===== config.mk =====
export PLATFORM = sky130hd
export DESIGN_NAME = fetch_unit_flat
export DESIGN_NICKNAME = d
export VERILOG_FILES = /design/src/rtl/fetch_unit_pkg.sv /design/src/rtl/fetch_unit_if.sv /design/src/rtl/fetch_unit_word_fifo.sv /design/src/rtl/fetch_unit.sv /design/src/flat_wrapper.sv
export SDC_FILE = /design/constraint.sdc
export NUM_CORES = 1
export LEC_CHECK = 0
export CORE_AREA = 3 3 204 206
export DETAILED_ROUTE_END_ITERATION = 10
export DIE_AREA = 0 0 207 209
export GPL_TIMING_DRIVEN = 0
export PLACE_DENSITY = 0.58
export SLEW_MARGIN = 20
export SYNTH_ARGS = -nofsm -noshare
export SYNTH_HDL_FRONTEND = slang
export SYNTH_SLANG_ARGS = --single-unit
export TNS_END_PERCENT = 20

===== constraint.sdc =====
create_clock -name clk_i -period 16.15 [get_ports clk_i]
set_input_delay 4.0375 -clock clk_i [delete_from_list [all_inputs] [get_ports clk_i]]
set_output_delay 4.0375 -clock clk_i [all_outputs]
set_load 0.01 [all_outputs]

===== src/rtl/fetch_unit_pkg.sv =====
// Shared constants and the redirect-cause type for the instruction fetch unit.
package fetch_pkg;

  localparam int unsigned DEFAULT_RESET_VEC  = 32;
  localparam int unsigned DEFAULT_INT_VEC    = 0;
  localparam logic [3:0]  DEFAULT_IMM_OPCODE = 4'd8;

  typedef enum logic [2:0] {
    NONE,
    EXC,
    INT,
    POP,
    JMP
  } redirect_e;

  // Fixed priority: exception, pending interrupt, return, jump.
  function automatic redirect_e selectRedirect(input logic exc, input logic intPend,
                                               input logic pop, input logic jmp);
    if (exc)     return EXC;
    if (intPend) return INT;
    if (pop)     return POP;
    if (jmp)     return JMP;
    return NONE;
  endfunction

endpackage


===== src/rtl/fetch_unit_if.sv =====
// Instruction-memory bus and decode handshake bundles used by the fetch unit.
interface fetch_imem_if #(
  parameter int ADDR_W  = 32,
  parameter int INSTR_W = 16
);
  logic               rd;
  logic [ADDR_W-1:0]  addr;
  logic [INSTR_W-1:0] data;

  modport master (output rd, output addr, input data);
  modport slave  (input rd, input addr, output data);
endinterface

interface fetch_dec_if #(
  parameter int ADDR_W  = 32,
  parameter int INSTR_W = 16
);
  logic               valid;
  logic               ready;
  logic [INSTR_W-1:0] instr;
  logic [INSTR_W-1:0] imm;
  logic               hasImm;
  logic [ADDR_W-1:0]  pc;
  logic               isInt;

  modport master (output valid, output instr, output imm, output hasImm,
                  output pc, output isInt, input ready);
  modport slave  (input valid, input instr, input imm, input hasImm,
                  input pc, input isInt, output ready);
endinterface


===== src/rtl/fetch_unit_word_fifo.sv =====
// Word queue with a two-entry read port so a two-word instruction pops in one cycle.
module fetch_word_fifo #(
  parameter int WIDTH = 48,
  parameter int DEPTH = 4
) (
  input  logic                         clk_i,
  input  logic                         reset_i,
  input  logic                         flush_i,
  input  logic                         push_i,
  input  logic [WIDTH-1:0]             pushData_i,
  input  logic                         pop_i,
  input  logic                         popTwo_i,
  output logic [WIDTH-1:0]             head0_o,
  output logic [WIDTH-1:0]             head1_o,
  output logic [$clog2(DEPTH+1)-1:0]   count_o
);

  localparam int PTR_W = $clog2(DEPTH);
  localparam int CNT_W = $clog2(DEPTH+1);

  logic [WIDTH-1:0] mem_q [DEPTH];
  logic [PTR_W-1:0] rdPtr_q, rdPtr_d, wrPtr_q, wrPtr_d;
  logic [CNT_W-1:0] count_q, count_d;
  logic [1:0]       popNum;
  logic             pushOk;

  // Pops beyond the stored words and pushes into a full queue are ignored.
  always_comb begin
    popNum = 2'd0;
    if (pop_i) popNum = popTwo_i ? 2'd2 : 2'd1;
    if (CNT_W'(popNum) > count_q) popNum = 2'd0;
    pushOk = push_i && !flush_i && ((count_q - CNT_W'(popNum)) < CNT_W'(DEPTH));
    if (flush_i) begin
      rdPtr_d = '0;
      wrPtr_d = '0;
      count_d = '0;
    end else begin
      rdPtr_d = rdPtr_q + PTR_W'(popNum);
      wrPtr_d = wrPtr_q + PTR_W'(pushOk);
      count_d = count_q + CNT_W'(pushOk) - CNT_W'(popNum);
    end
  end

  always_ff @(posedge clk_i) begin
    if (reset_i) begin
      rdPtr_q <= '0;
      wrPtr_q <= '0;
      count_q <= '0;
    end else begin
      rdPtr_q <= rdPtr_d;
      wrPtr_q <= wrPtr_d;
      count_q <= count_d;
    end
  end

  always_ff @(posedge clk_i) begin
    if (pushOk && !reset_i) mem_q[wrPtr_q] <= pushData_i;
  end

  assign head0_o = mem_q[rdPtr_q];
  assign head1_o = mem_q[rdPtr_q + PTR_W'(1)];
  assign count_o = count_q;

endmodule


===== src/rtl/fetch_unit.sv =====
// Instruction fetch unit: PC sequencing, redirects, word queue and one/two-word decode hand-off.
module fetch_unit
  import fetch_pkg::*;
#(
  parameter int          ADDR_W     = 32,
  parameter int          INSTR_W    = 16,
  parameter int          QDEPTH     = 4,
  parameter int unsigned RESET_VEC  = DEFAULT_RESET_VEC,
  parameter int unsigned INT_VEC    = DEFAULT_INT_VEC,
  parameter logic [3:0]  IMM_OPCODE = DEFAULT_IMM_OPCODE
) (
  input  logic                          clk_i,
  input  logic                          reset_i,
  fetch_imem_if.master                  imem,
  input  logic                          interrupt_i,
  input  logic                          exception_i,
  input  logic                          pop_pc_i,
  input  logic [ADDR_W-1:0]             pc_pop_value_i,
  input  logic                          jmp_sgn_i,
  input  logic [ADDR_W-1:0]             pc_jmp_value_i,
  fetch_dec_if.master                   dec,
  output logic [$clog2(QDEPTH+1)-1:0]   q_count_o
);

  localparam int CNT_W   = $clog2(QDEPTH+1);
  localparam int ENTRY_W = ADDR_W + INSTR_W;

  logic [ADDR_W-1:0]  pc_q, pc_d, inflightAddr_q, redirectTarget;
  logic               inflight_q, intPrev_q, intPending_q, intPending_d, intFlag_q, intFlag_d;
  logic [INSTR_W-1:0] heldInstr_q, heldImm_q;
  logic [ADDR_W-1:0]  heldPc_q;
  logic               heldHasImm_q, heldInt_q;
  redirect_e          cause;
  logic               redirect, fetchOk, decValid, fire, headIsImm, haveWords;
  logic [ENTRY_W-1:0] head0, head1;
  logic [CNT_W-1:0]   count;
  logic [CNT_W:0]     occupancy;
  logic [INSTR_W-1:0] curImm;
  logic [ADDR_W-1:0]  curPc;

  assign cause    = selectRedirect(exception_i, intPending_q, pop_pc_i, jmp_sgn_i);
  assign redirect = (cause != NONE);

  always_comb begin
    case (cause)
      EXC:     redirectTarget = ADDR_W'(RESET_VEC);
      INT:     redirectTarget = ADDR_W'(INT_VEC);
      POP:     redirectTarget = pc_pop_value_i;
      JMP:     redirectTarget = pc_jmp_value_i;
      default: redirectTarget = pc_q;
    endcase
  end

  // A request is only issued when its response is guaranteed a queue slot.
  assign occupancy = {1'b0, count} + (CNT_W+1)'(inflight_q);
  assign fetchOk   = !reset_i && !redirect && (occupancy < (CNT_W+1)'(QDEPTH));

  assign headIsImm = (head0[INSTR_W-1 -: 4] == IMM_OPCODE);
  assign haveWords = headIsImm ? (count >= CNT_W'(2)) : (count >= CNT_W'(1));
  assign decValid  = !reset_i && !redirect && haveWords;
  assign fire      = decValid && dec.ready;

  assign curImm = headIsImm ? head1[INSTR_W-1:0] : '0;
  assign curPc  = headIsImm ? head1[ENTRY_W-1:INSTR_W] + ADDR_W'(1)
                            : head0[ENTRY_W-1:INSTR_W] + ADDR_W'(1);

  fetch_word_fifo #(.WIDTH(ENTRY_W), .DEPTH(QDEPTH)) u_fifo (
    .clk_i      (clk_i),
    .reset_i    (reset_i),
    .flush_i    (redirect),
    .push_i     (inflight_q),
    .pushData_i ({inflightAddr_q, imem.data}),
    .pop_i      (fire),
    .popTwo_i   (headIsImm),
    .head0_o    (head0),
    .head1_o    (head1),
    .count_o    (count)
  );

  // A second edge while one is still pending merges into it.
  always_comb begin
    pc_d         = redirect ? redirectTarget : (fetchOk ? pc_q + ADDR_W'(1) : pc_q);
    intPending_d = (intPending_q && (cause != INT)) || (interrupt_i && !intPrev_q && !intPending_q);
    intFlag_d    = intFlag_q;
    if (cause == INT)          intFlag_d = 1'b1;
    else if (redirect || fire) intFlag_d = 1'b0;
  end

  always_ff @(posedge clk_i) begin
    intPrev_q <= interrupt_i;
    if (reset_i) begin
      pc_q           <= ADDR_W'(RESET_VEC);
      inflight_q     <= 1'b0;
      inflightAddr_q <= '0;
      intPending_q   <= 1'b0;
      intFlag_q      <= 1'b0;
      heldInstr_q    <= '0;
      heldImm_q      <= '0;
      heldPc_q       <= '0;
      heldHasImm_q   <= 1'b0;
      heldInt_q      <= 1'b0;
    end else begin
      pc_q           <= pc_d;
      inflight_q     <= fetchOk;
      inflightAddr_q <= pc_q;
      intPending_q   <= intPending_d;
      intFlag_q      <= intFlag_d;
      if (decValid) begin
        heldInstr_q  <= head0[INSTR_W-1:0];
        heldImm_q    <= curImm;
        heldPc_q     <= curPc;
        heldHasImm_q <= headIsImm;
        heldInt_q    <= intFlag_q;
      end
    end
  end

  // Outside a valid cycle the decode fields keep showing the last presented instruction.
  assign dec.valid  = decValid;
  assign dec.instr  = decValid ? head0[INSTR_W-1:0] : heldInstr_q;
  assign dec.imm    = decValid ? curImm             : heldImm_q;
  assign dec.hasImm = decValid ? headIsImm          : heldHasImm_q;
  assign dec.pc     = decValid ? curPc              : heldPc_q;
  assign dec.isInt  = decValid ? intFlag_q          : heldInt_q;

  assign imem.rd    = fetchOk;
  assign imem.addr  = pc_q;
  assign q_count_o  = count;

endmodule


===== src/flat_wrapper.sv =====
// flat-port wrapper written by rule: the top's interface ports become plain ports
module fetch_unit_flat import fetch_pkg::*;
#(
  parameter int          ADDR_W     = 32,
  parameter int          INSTR_W    = 16,
  parameter int          QDEPTH     = 4,
  parameter int unsigned RESET_VEC  = DEFAULT_RESET_VEC,
  parameter int unsigned INT_VEC    = DEFAULT_INT_VEC,
  parameter logic [3:0]  IMM_OPCODE = DEFAULT_IMM_OPCODE
)
  (clk_i, reset_i, interrupt_i, exception_i, pop_pc_i, pc_pop_value_i, jmp_sgn_i, pc_jmp_value_i, q_count_o, imem_rd, imem_addr, imem_data, dec_valid, dec_instr, dec_imm, dec_hasImm, dec_pc, dec_isInt, dec_ready);
  fetch_imem_if #(.ADDR_W(ADDR_W), .INSTR_W(INSTR_W)) imem_i ();
  fetch_dec_if #(.ADDR_W(ADDR_W), .INSTR_W(INSTR_W)) dec_i ();
  input  logic clk_i;
  input  logic reset_i;
  input  logic interrupt_i;
  input  logic exception_i;
  input  logic pop_pc_i;
  input  logic [ADDR_W-1:0] pc_pop_value_i;
  input  logic jmp_sgn_i;
  input  logic [ADDR_W-1:0] pc_jmp_value_i;
  output logic [$clog2(QDEPTH+1)-1:0] q_count_o;
  output wire logic [$bits(imem_i.rd)-1:0] imem_rd;
  output wire logic [$bits(imem_i.addr)-1:0] imem_addr;
  input wire logic [$bits(imem_i.data)-1:0] imem_data;
  output wire logic [$bits(dec_i.valid)-1:0] dec_valid;
  output wire logic [$bits(dec_i.instr)-1:0] dec_instr;
  output wire logic [$bits(dec_i.imm)-1:0] dec_imm;
  output wire logic [$bits(dec_i.hasImm)-1:0] dec_hasImm;
  output wire logic [$bits(dec_i.pc)-1:0] dec_pc;
  output wire logic [$bits(dec_i.isInt)-1:0] dec_isInt;
  input wire logic [$bits(dec_i.ready)-1:0] dec_ready;
  assign imem_rd = imem_i.rd;
  assign imem_addr = imem_i.addr;
  assign imem_i.data = imem_data;
  assign dec_valid = dec_i.valid;
  assign dec_instr = dec_i.instr;
  assign dec_imm = dec_i.imm;
  assign dec_hasImm = dec_i.hasImm;
  assign dec_pc = dec_i.pc;
  assign dec_isInt = dec_i.isInt;
  assign dec_i.ready = dec_ready;
  fetch_unit #(.ADDR_W(ADDR_W), .INSTR_W(INSTR_W), .QDEPTH(QDEPTH), .RESET_VEC(RESET_VEC), .INT_VEC(INT_VEC), .IMM_OPCODE(IMM_OPCODE)) u_core (.clk_i(clk_i), .reset_i(reset_i), .imem(imem_i), .interrupt_i(interrupt_i), .exception_i(exception_i), .pop_pc_i(pop_pc_i), .pc_pop_value_i(pc_pop_value_i), .jmp_sgn_i(jmp_sgn_i), .pc_jmp_value_i(pc_jmp_value_i), .dec(dec_i), .q_count_o(q_count_o));
endmodule

==> impl_metrics.csv <==
group,metric,value,unit
outcome,status,"completed",
place,port_buffers,188,
logic_synthesis,synth_cells,1431,
final_layout,fin_nets,1782,
logic_synthesis,synthFlopType,"edfxtp_1",
sta,worstMarginPinSlew,1.03,ns
flow_run,maxCapViolCount,0,
power,leakagePower,6.68,nW
logic_synthesis,synth.most_common_cell,"nand2_1",
clock_tree,cts_max_path_buffers,3,
critical_path,worstPathMaxFanout,10,
global_routing,antenna_found_initial,0,
global_routing,grt_pass1_vias,12500,
critical_path,cpLargestDelayFamily,"buffers and inverters",
sta,fin_crit_sh,74.9,%
global_routing,grt_overflow,0,
place,dp_slack,4.02,ns
sta,finalWorstSetupSlack,4.05,ns
drt,routedWlPerCell,22.4,um
clock_tree,cts_setup_buffers,0,
critical_path,crit_path_max_incr_delay,0.71,ns
critical_path,r2r-start,"u_core.u_fifo.rdPtr_q[1]",
sta,tns,0,ns
logic_synthesis,ys_ff_latch,333,
final_layout,postLayoutCellArea,19900,sq um
sta,setup_viol,0,
final_layout,drive_above_1_share,12.3,%
clock_tree,cts-hold-fix-buffers,0,
logic_synthesis,yosys-top-cells-area,"edfxtp_1, dfxtp_1, mux4_2",
clock_tree,path_clk_slew,0.06,ns
clock_tree,cts_root_buffer,"clkbuf_16",
power,sw_frac_of_total,21.2,%
sta,rsz0062_at_grt,"no",
drt,dr.pass1.iters,5,
global_routing,grt_max_degree,15,
power,seqPwrFrac,50.3,%
clock_tree,htreeDepth,2,
drt,vias_per_cell,5.64,
logic_synthesis,synth_edf_count,192,
logic_synthesis,synth_top_area_share,36.3,%
critical_path,path_class,"in2out",
place,dpl_cell_area,18700,sq um
logic_synthesis,synth_cell_type_count,73,
critical_path,critPathBufInv,5,
final_layout,n_antenna_cell,0,
clock_tree,cts_tree,"yes",
floorplan,num_rows,73,
logic_synthesis,netlist_top_cells_count,"nand2_1, edfxtp_1, dfxtp_1, a21oi_1, o21ai_0",
drt,drc,0,
sta,finalHoldViolCount,0,
place,hpwlAfterDp,38200,um
place,place.gp.congestion,0.913,
floorplan,core_area,39800,sq um
power,power.density,90.1,nW/um^2
power,internal-power,1.41,mW
final_layout,fill_cells,3676,
critical_path,cpMaxStageDelayCell,"or4_1",
drt,drt_iter0_markers,936,
power,peakVddDrop,66.2,uV
sta,relSlewSlack,31.6,%
floorplan,ioPinCount,190,
drt,vias,12600,
clock_tree,clock_sinks,333,
drt,antenna_left,0,
floorplan,die_y,209,um
worst_hold_path,hold_depth,2,
sta,max_freq,82.6,MHz
final_layout,synthToLayoutAreaGrowth,25.0,%
floorplan,die_area,43300,sq um
logic_synthesis,avgSynthCellArea,11.1,sq um
sta,min_period,12.10,ns
global_routing,gr-usage-all-layers,22.8,%
floorplan,die_w,207,um
logic_synthesis,syn_area,15900,sq um
sta,drv_slew,0,
clock_tree,cts-resized-gates,0,
logic_synthesis,ys_seq_area_share,54.0,%
floorplan,initial_core_util,39.9,%
clock_tree,cts_buffers,38,
critical_path,crit_required,12.11,ns
critical_path,worstPathArrival,8.06,ns
worst_hold_path,hold_path_class,"reg2reg",
critical_path,rrSetupSlack,9.22,ns
power,p_switching,0.380,mW
logic_synthesis,synth_area_leader_cell,"edfxtp_1",
power,total_power,1.79,mW
critical_path,reg2reg_depth,24,
critical_path,cp-start-kind,"input pin",
logic_synthesis,ys_warn_count,0,
power,clkPwrFrac,46.2,%
worst_hold_path,min_delay_worst_endpoint,"u_core.heldPc_q[9]",
drt,wirelength,50200,um
critical_path,crit_chain,"clkdlybuf4s50_1, or4_1, nor2_1, nand2_1, clkinv_1, clkbuf_1, clkbuf_1, a21oi_1, clkdlybuf4s50_1",
global_routing,grt_pass1_wl,76600,um
clock_tree,insertion_delay,0.55,ns
sta,worst_clock_skew,0.0172,ns
critical_path,end_kind,"primary output",
power,pwr-share-comb,3.5,%
critical_path,r2r-end,"u_core.u_fifo.mem_q[3][44]",
worst_hold_path,min_from,"u_core.heldPc_q[9]",
logic_synthesis,async_flop_share,0,%
logic_synthesis,syn_nets,1528,
## power by group through the flow
stage / combinational [mW] / sequential, mW / clock, mW
2_1_floorplan: 0.0227 / 0.918 / 0
3_3_place_gp: 0.0611 / 0.919 / 0
3_5_place_dp: 0.0620 / 0.919 / 0
4_1_cts: 0.0622 / 0.901 / 0.847
5_1_grt: 0.0673 / 0.901 / 0.882
6_report: 0.0620 / 0.901 / 0.828
## kinds of logic after synthesis
family / share of synthesized area (%)
AO/OA/AOI/OAI: 12.3
adder cells (fa/ha/maj): 0.834
buffers and inverters: 3.11
XOR/XNOR: 1.49
flip-flops: 54.0
multiplexers: 12.3
AND/OR/NAND/NOR: 15.9
## per-layer routing
metal / global-route usage, % / up-vias / part of all wire (%)
met5: 0 / - / 0
met4: 8.03 / 0 / 3.4
met3: 4.16 / 95 / 7.9
met2: 37.5 / 556 / 47
met1: 30.4 / 6086 / 42
li1: - / 5882 / -
## sequential cells by signal, summed over array words and instances, names as in the netlist
signal                 count
u_core.intPending_q        1
u_core.heldInstr_q        16
u_core.u_fifo.rdPtr_q      2
u_core.u_fifo.wrPtr_q      2
u_core.heldPc_q           32
u_core.inflight_q          1
u_core.heldImm_q          16
u_core.heldInt_q           1
u_core.heldHasImm_q        1
u_core.intPrev_q           1
u_core.u_fifo.mem_q      192
u_core.imem.addr          32
u_core.u_fifo.count_o      3
u_core.inflightAddr_q     32
u_core.intFlag_q           1
## placed cells by master, fill, tap and decap left out, types with 15 or more instances in the layout
master,Yosys,final
clkdlybuf4s50_1,0,188
nor3_1,47,43
o21ai_0,77,77
clkbuf_1,59,71
nand3_1,36,36
mux2i_1,42,42
mux2_2,23,23
edfxtp_1,192,192
mux4_2,57,57
nor2b_1,64,64
clkbuf_16,0,39
dfxtp_1,141,141
nand4_1,15,15
buf_2,20,20
a22oi_1,26,26
nor2_1,59,59
a211oi_1,40,40
nand2_1,236,236
xnor2_1,16,16
buf_4,1,20
a21oi_1,78,78
## cell type report
class / count / area (sq um) / area share (%)
Clock buffer: 52 / 1030 / 5.21
Multi-Input combinational cell: 984 / 6850 / 34.5
Sequential cell: 333 / 8590 / 43.2
Clock inverter: 16 / 146 / 0.737
Timing Repair Buffer: 214 / 2100 / 10.6
Tap cell: 525 / 657 / 3.31
Buffer: 97 / 430 / 2.17
Inverter: 17 / 63.8 / 0.321
## stage by stage
| step | hold slack (ns) | cells | util [%] |
|---|---|---|---|
| floorplan | 0.438 | 1431 | - |
| global placement | 0.447 | 2144 | 46.3 |
| detailed placement | 0.452 | 2170 | 46.9 |
| CTS | 0.460 | 2238 | 49.9 |
| global route | 0.485 | 2238 | 49.9 |
| finish | 0.462 | 2238 | 49.9 |
## worst max-delay path by stage
stage,startpoint,end,slack (ns),cells past startpoint
global route,exception_i,dec_pc[24],3.82,9
finish,exception_i,dec_pc[16],4.05,9
floorplan,pop_pc_i,u_core.u_fifo.mem_q[0][0],5.11,17
global placement,pop_pc_i,u_core.u_fifo.mem_q[0][43],0.19,18
CTS,exception_i,dec_pc[16],4.02,9
detailed placement,exception_i,dec_pc[16],4.02,9
## worst min-delay path: cells and delay by family (launching register included)
kind,cells,cell delay [ns]
AOI/OAI and AO/OA,1,0.06
DFF,1,0.30
and+or+nand+nor,1,0.06
No activity file was read; power rests on OpenSTA's default activity.
